<file path="src/rtl/mem_stage_if.sv">
// mem_stage_if: data-memory request/acknowledge port between the MEM stage and memory
interface mem_stage_if;
  logic        dmemReq;
  logic        dmemWe;
  logic [31:0] dmemAddr;
  logic [31:0] dmemWData;
  logic        dmemAck;
  logic [31:0] dmemRData;
  modport master (output dmemReq, dmemWe, dmemAddr, dmemWData, input dmemAck, dmemRData);
  modport slave  (input dmemReq, dmemWe, dmemAddr, dmemWData, output dmemAck, dmemRData);
endinterface

</file>
<file path="src/rtl/mem_stage.sv">
// mem_stage: MEM stage with branch/jump resolution and a variable-latency data-memory access FSM
module mem_stage #(
  parameter int MAX_WAIT = 16
) (
  input  logic        clk_i,
  input  logic        rst_i,
  input  logic [1:0]  branchType_i,
  input  logic        jump_i,
  input  logic        memToRead_i,
  input  logic        memToWrite_i,
  input  logic        memToReg_i,
  input  logic        regWrite_i,
  input  logic        zf_i,
  input  logic        sign_i,
  input  logic [31:0] branchAddr_i,
  input  logic [31:0] jumpAddr_i,
  input  logic [31:0] aluResult_i,
  input  logic [31:0] rtData_i,
  input  logic [4:0]  writeAddrReg_i,
  mem_stage_if.master dmem,
  output logic        stall_o,
  output logic        pcSrc_o,
  output logic [31:0] pcTarget_o,
  output logic        memToReg_o,
  output logic        regWrite_o,
  output logic [31:0] readData_o,
  output logic [31:0] aluResult_o,
  output logic [4:0]  writeAddrReg_o,
  output logic        memErr_o
);
  typedef enum logic {IDLE, ACCESS} state_t;
  state_t     state;
  logic [7:0] waitCnt;
  logic       memOp, misaligned, issue, timeout, taken, idle;
  assign idle       = state == IDLE;
  assign memOp      = memToRead_i | memToWrite_i;
  assign misaligned = memOp & (aluResult_i[1:0] != 2'b00);
  assign issue      = idle & memOp & !misaligned;
  // waitCnt holds (ACCESS cycle number - 1), so the abort lands on ACCESS cycle MAX_WAIT
  assign timeout    = !idle & !dmem.dmemAck & (waitCnt == 8'(MAX_WAIT - 1));
  assign taken      = (branchType_i == 2'b01 & zf_i) | (branchType_i == 2'b10 & !zf_i) |
                      (branchType_i == 2'b11 & sign_i);
  assign stall_o    = issue | (!idle & !dmem.dmemAck & !timeout);
  assign pcSrc_o    = idle & (jump_i | taken);
  assign pcTarget_o = !idle ? 32'd0 : jump_i ? jumpAddr_i : taken ? branchAddr_i : 32'd0;
  always_ff @(posedge clk_i) begin
    if (rst_i) begin
      state          <= IDLE;
      waitCnt        <= '0;
      dmem.dmemReq   <= 1'b0;
      dmem.dmemWe    <= 1'b0;
      dmem.dmemAddr  <= '0;
      dmem.dmemWData <= '0;
      memToReg_o     <= 1'b0;
      regWrite_o     <= 1'b0;
      readData_o     <= '0;
      aluResult_o    <= '0;
      writeAddrReg_o <= '0;
      memErr_o       <= 1'b0;
    end else begin
      memErr_o <= 1'b0;
      if (issue) begin
        dmem.dmemReq   <= 1'b1;
        dmem.dmemWe    <= memToWrite_i;
        dmem.dmemAddr  <= aluResult_i;
        dmem.dmemWData <= rtData_i;
        waitCnt        <= '0;
        state          <= ACCESS;
        regWrite_o     <= 1'b0;
        memToReg_o     <= 1'b0;
      end else if (idle || dmem.dmemAck) begin
        // plain retire in IDLE (misaligned ops retire with no write-back), or access completion
        memToReg_o     <= memToReg_i;
        regWrite_o     <= regWrite_i & (idle ? !misaligned : 1'b1);
        aluResult_o    <= aluResult_i;
        writeAddrReg_o <= writeAddrReg_i;
        readData_o     <= (idle || memToWrite_i) ? 32'd0 : dmem.dmemRData;
        memErr_o       <= idle & misaligned;
        dmem.dmemReq   <= 1'b0;
        state          <= IDLE;
      end else if (timeout) begin
        dmem.dmemReq <= 1'b0;
        memErr_o     <= 1'b1;
        regWrite_o   <= 1'b0;
        memToReg_o   <= 1'b0;
        state        <= IDLE;
      end else begin
        waitCnt    <= waitCnt + 8'd1;
        regWrite_o <= 1'b0;
        memToReg_o <= 1'b0;
      end
    end
  end
endmodule
</file>
<file path="src/flat_wrapper.sv">
// flat-port wrapper written by rule: the top's interface ports become plain ports
module mem_stage_flat 
#(
  parameter int MAX_WAIT = 16
)
  (clk_i, rst_i, branchType_i, jump_i, memToRead_i, memToWrite_i, memToReg_i, regWrite_i, zf_i, sign_i, branchAddr_i, jumpAddr_i, aluResult_i, rtData_i, writeAddrReg_i, stall_o, pcSrc_o, pcTarget_o, memToReg_o, regWrite_o, readData_o, aluResult_o, writeAddrReg_o, memErr_o, dmem_dmemReq, dmem_dmemWe, dmem_dmemAddr, dmem_dmemWData, dmem_dmemAck, dmem_dmemRData);
  mem_stage_if dmem_i ();
  input  logic clk_i;
  input  logic rst_i;
  input  logic [1:0] branchType_i;
  input  logic jump_i;
  input  logic memToRead_i;
  input  logic memToWrite_i;
  input  logic memToReg_i;
  input  logic regWrite_i;
  input  logic zf_i;
  input  logic sign_i;
  input  logic [31:0] branchAddr_i;
  input  logic [31:0] jumpAddr_i;
  input  logic [31:0] aluResult_i;
  input  logic [31:0] rtData_i;
  input  logic [4:0] writeAddrReg_i;
  output logic stall_o;
  output logic pcSrc_o;
  output logic [31:0] pcTarget_o;
  output logic memToReg_o;
  output logic regWrite_o;
  output logic [31:0] readData_o;
  output logic [31:0] aluResult_o;
  output logic [4:0] writeAddrReg_o;
  output logic memErr_o;
  output wire logic [$bits(dmem_i.dmemReq)-1:0] dmem_dmemReq;
  output wire logic [$bits(dmem_i.dmemWe)-1:0] dmem_dmemWe;
  output wire logic [$bits(dmem_i.dmemAddr)-1:0] dmem_dmemAddr;
  output wire logic [$bits(dmem_i.dmemWData)-1:0] dmem_dmemWData;
  input wire logic [$bits(dmem_i.dmemAck)-1:0] dmem_dmemAck;
  input wire logic [$bits(dmem_i.dmemRData)-1:0] dmem_dmemRData;
  assign dmem_dmemReq = dmem_i.dmemReq;
  assign dmem_dmemWe = dmem_i.dmemWe;
  assign dmem_dmemAddr = dmem_i.dmemAddr;
  assign dmem_dmemWData = dmem_i.dmemWData;
  assign dmem_i.dmemAck = dmem_dmemAck;
  assign dmem_i.dmemRData = dmem_dmemRData;
  mem_stage #(.MAX_WAIT(MAX_WAIT)) u_core (.clk_i(clk_i), .rst_i(rst_i), .branchType_i(branchType_i), .jump_i(jump_i), .memToRead_i(memToRead_i), .memToWrite_i(memToWrite_i), .memToReg_i(memToReg_i), .regWrite_i(regWrite_i), .zf_i(zf_i), .sign_i(sign_i), .branchAddr_i(branchAddr_i), .jumpAddr_i(jumpAddr_i), .aluResult_i(aluResult_i), .rtData_i(rtData_i), .writeAddrReg_i(writeAddrReg_i), .dmem(dmem_i), .stall_o(stall_o), .pcSrc_o(pcSrc_o), .pcTarget_o(pcTarget_o), .memToReg_o(memToReg_o), .regWrite_o(regWrite_o), .readData_o(readData_o), .aluResult_o(aluResult_o), .writeAddrReg_o(writeAddrReg_o), .memErr_o(memErr_o));
endmodule
</file>
<file path="config.mk">
export PLATFORM = sky130hd
export DESIGN_NAME = mem_stage_flat
export DESIGN_NICKNAME = d
export VERILOG_FILES = /design/src/rtl/mem_stage_if.sv /design/src/rtl/mem_stage.sv /design/src/flat_wrapper.sv
export SDC_FILE = /design/constraint.sdc
export NUM_CORES = 1
export LEC_CHECK = 0
export CORE_AREA = 2 2 136 138
export DETAILED_ROUTE_END_ITERATION = 6
export DIE_AREA = 0 0 138 140
export HOLD_SLACK_MARGIN = 0.05
export PLACE_DENSITY = 0.81
export SYNTH_ARGS = -nofsm -noshare
export SYNTH_HDL_FRONTEND = slang
export SYNTH_SLANG_ARGS = --single-unit
</file>
<file path="constraint.sdc">
create_clock -name clk_i -period 1.9 [get_ports clk_i]
set_input_delay 0.38 -clock clk_i [delete_from_list [all_inputs] [get_ports clk_i]]
set_output_delay 0.38 -clock clk_i [all_outputs]
set_load 0.01 [all_outputs]
</file>
==> summary.md <==
| Metric | Value |
|---|---|
| Starting Density | `a little under two fifths` |
| # diodes | `0` |
| Synth unique cells | `38` |
| CP Cell Sequence | `buf_2 > mux2_4 > a21oi_4 > buf_12 > buf_12 > nor3_1 > buf_2` |
| Worst-path clk slew | `about 0.06 ns` |
| DR DRC count | `0` |
| Final setup violation count | `0` |
| Hold WC Path Type | `in2reg` |
| Die H | `between 100 and 150 um` |
| Die footprint | `19,300 um2` |
| P per Cell Area | `764 nW/um2` |
| Reg-to-Reg Start | `u_core.state$_SDFFE_PP0P_` |
| Post-DP Area | `10,600 um2` |
| CTS tree | `done` |
| Pin slew with the least headroom to its limit | `0.456 ns` |
| Layout cells sized above 1 | `a little over an eighth` |
| MaxCap Viol Count | `0` |
| Via-to-Cell Ratio | `5.11` |
| Vias | `6,841` |
| RSZ-0062 raised after global routing | `no` |
| Total clock buffers created by CTS | `17` |
| Synth area leader | `dfxtp_1` |
| Core Rows | `49` |
| Num ports | `between 300 and 400` |
| Crit Path Category | `in2out` |
| Worst Path Max Fanout | `6` |
| Synth Flop Type | `dfxtp_1` |
| Placed cells | `1,302` |
| Clk sink count | `146` |
| Worst Setup Start Kind | `input port` |
| Final WL | `24.9 mm` |
| Most frequent cells in the layout | `clkdlybuf4s50_1, dfxtp_1, nand2b_1` |
| Critical path startpoint | `zf_i` |
| Largest net degree at the start of global routing | `66` |
| First-pass GRT wire length | `approximately 38 mm` |
| Yosys warns | `0` |
| Mapped Cells | `747` |
| Post-synth ARST share | `0%` |
| Synthesized area | `6600 um2` |
| Die X | `138 um` |
| Post-route ant nets | `0` |
| Root Buffer | `clkbuf_16` |
| Synthesized flop and latch total | `146` |
| Total Routing Usage GR | `25.1%` |
| # hold bufs at CTS | `0` |
| Avg WL per Cell | `18.6 um` |
| Final hold violations | `0` |
| Slowest CP cell | `mux2_4` |
| Setup Skew | `0.00793 ns` |
| Area contributors post-synth | `dfxtp_1, mux2i_1, nand2b_1` |
| GP Congestion | `~1` |
| CP arrival | `1.48 ns` |
| Detailed Route Iter0 Violations | `323` |
| HP Start | `rst_i` |
| Core ar. | `17,800 um2` |
| Outcome | `finished, final reports clean` |
| Clock H-tree levels | `4` |
| Finished Cell Area | `11,400 um2` |
| Post-DP HPWL | `17.9 mm` |
| Worst endpoint required time | `1.52 ns` |
| Total power | `8.67 mW` |
| Leading cell type in the layout, fill and taps excluded | `clkdlybuf4s50_1` |
| Max Clk Rate | `0.537 GHz` |
| Syn nets | `925` |
| Nets | `1,276` |
| Slew margin rel. | `68.7%` |
| Filler cells | `1,509` |
| Via count of the first global-routing pass | `6,984` |
| Post-layout min period | `1.86 ns` |
| Delay-heaviest family, CP | `buffers and inverters` |
| Skew-Pair Late Insertion Delay | `approximately 0.42 ns` |
| Port Buf Inserts | `348` |
| Post-synth EDFFs | `0` |
| Slew Viols, Final | `0` |
| VDD IR-drop max | `563 uV` |
| Fin util | `63.9%` |
| Initial antenna violation count | `0` |
| Critical path buffers and inverters | `4` |
| Drt pass-1 iters | `4` |
| Non-filler cells, final | `1,339` |
| Syn_area_per_cell | `8.84 um2` |
| Area grow syn2layout | `72.0%` |
| Grt total ovfl | `0` |
| Top cell type's share of synthesized area | `44.3%` |
| Crit path capture type | `output port` |
| LEAKAGE | `4.55 nW` |
| Sequential area share after synthesis | `44.3%` |
| CTS max path bufs | `2` |
| Slowest cell delay on critical path | `0.30 ns` |
| Ratio of final minimum period to clock period | `98.0%` |
power by group:
group | switching, mW | internal (mW) | total (mW) | leakage (nW)
sequential | 0.0654 | 3.19 | 3.26 | 1.19
combinational | 0.742 | 0.962 | 1.70 | 3.04
clock | 1.34 | 2.37 | 3.71 | 0.310
layer usage:
layer,vias up,share of wire [%],GRT usage (%)
met4,0,3.5,10.9
met3,43,8.2,9.16
met1,3249,37,26.0
li1,3291,-,-
met2,258,51,45.5
met5,-,0,0
worst register-to-register path: cells and delay by family, from the launching register on:
family	cells	cell delay (ns)
AND/OR/NAND/NOR	1	0.49
buffers and inverters	2	0.36
flip-flops	1	0.35
AO/OA/AOI/OAI	2	0.29
sequential cells by signal, summed over array words and instances, names as in the netlist:
name	flops
u_core.aluResult_o	32
u_core.dmem.dmemAddr	32
u_core.dmem.dmemWData	32
u_core.readData_o	32
u_core.waitCnt	8
u_core.writeAddrReg_o	5
u_core.dmem.dmemWe	1
u_core.memErr_o	1
u_core.memToReg_o	1
u_core.regWrite_o	1
u_core.state	1
area by class of cell:
type | count | area (um2) | area share, %
multi-input cells | 528 | 3470 | 30.6
inverters | 2 | 7.51 | 0.0661
clock inverters | 12 | 205 | 1.81
well taps | 229 | 287 | 2.52
clock buffers | 19 | 443 | 3.90
flip-flops and latches | 146 | 2930 | 25.8
repair buffers | 403 | 4020 | 35.4
stage by stage:
stage	setup WS [ns]	hold WS, ns	setup TNS (ns)
global placement	-0.683	0.450	-46.84
detailed placement	-0.696	0.452	-51.04
finish	0.0385	0.397	0
global route	0.00738	0.390	0
floorplan	0.219	0.472	0
CTS	0.000737	0.376	0
final timing paths:
kind,end,slack (ns),depth (start not counted)
max,pcTarget_o[14],0.04,7
min,u_core.dmem.dmemWData[27]$_SDFFE_PP0P_,0.40,2
max reg2reg,u_core.dmem.dmemWData[9]$_SDFFE_PP0P_,0.30,5
min reg2reg,u_core.aluResult_o[12]$_SDFFE_PP0P_,0.47,2
synth_stat cells, types with 2 or more instances:
cell / instances
dfxtp_1: 146
nand2b_1: 105
mux2i_1: 102
a21oi_1: 72
o21ai_1: 71
nand3_1: 62
nand2_1: 39
nor3_1: 35
clkbuf_1: 30
buf_2: 26
buf_4: 8
buf_1: 5
nor2_1: 5
nor2b_1: 5
nand3b_1: 3
o21ai_0: 3
or4_1: 3
a21o_1: 2
and2_1: 2
buf_6: 2
inv_1: 2
nor4_1: 2
or3_1: 2
cells by family (layout without fill, tap and decap cells):
| kind of cell | Yosys count | after routing | share of synthesized area (%) |
|---|---|---|---|
| simple gates | 272 | 272 | 22.7 |
| compound gates | 152 | 152 | 11.8 |
| flops | 146 | 146 | 44.3 |
| mux | 103 | 103 | 15.6 |
| buf+inv | 73 | 436 | 5.33 |
| fa+ha+maj | 1 | 1 | 0.190 |
timing repair:
| action | in CTS | in global routing |
|---|---|---|
| pin swaps | 4 | 3 |
| setup buffers | 4 | 1 |
| cloned | 3 | 0 |
| resized for setup | 174 | 8 |
| setup endpoints to repair | 35 | 13 |
(Power assumes the default switching activity.)
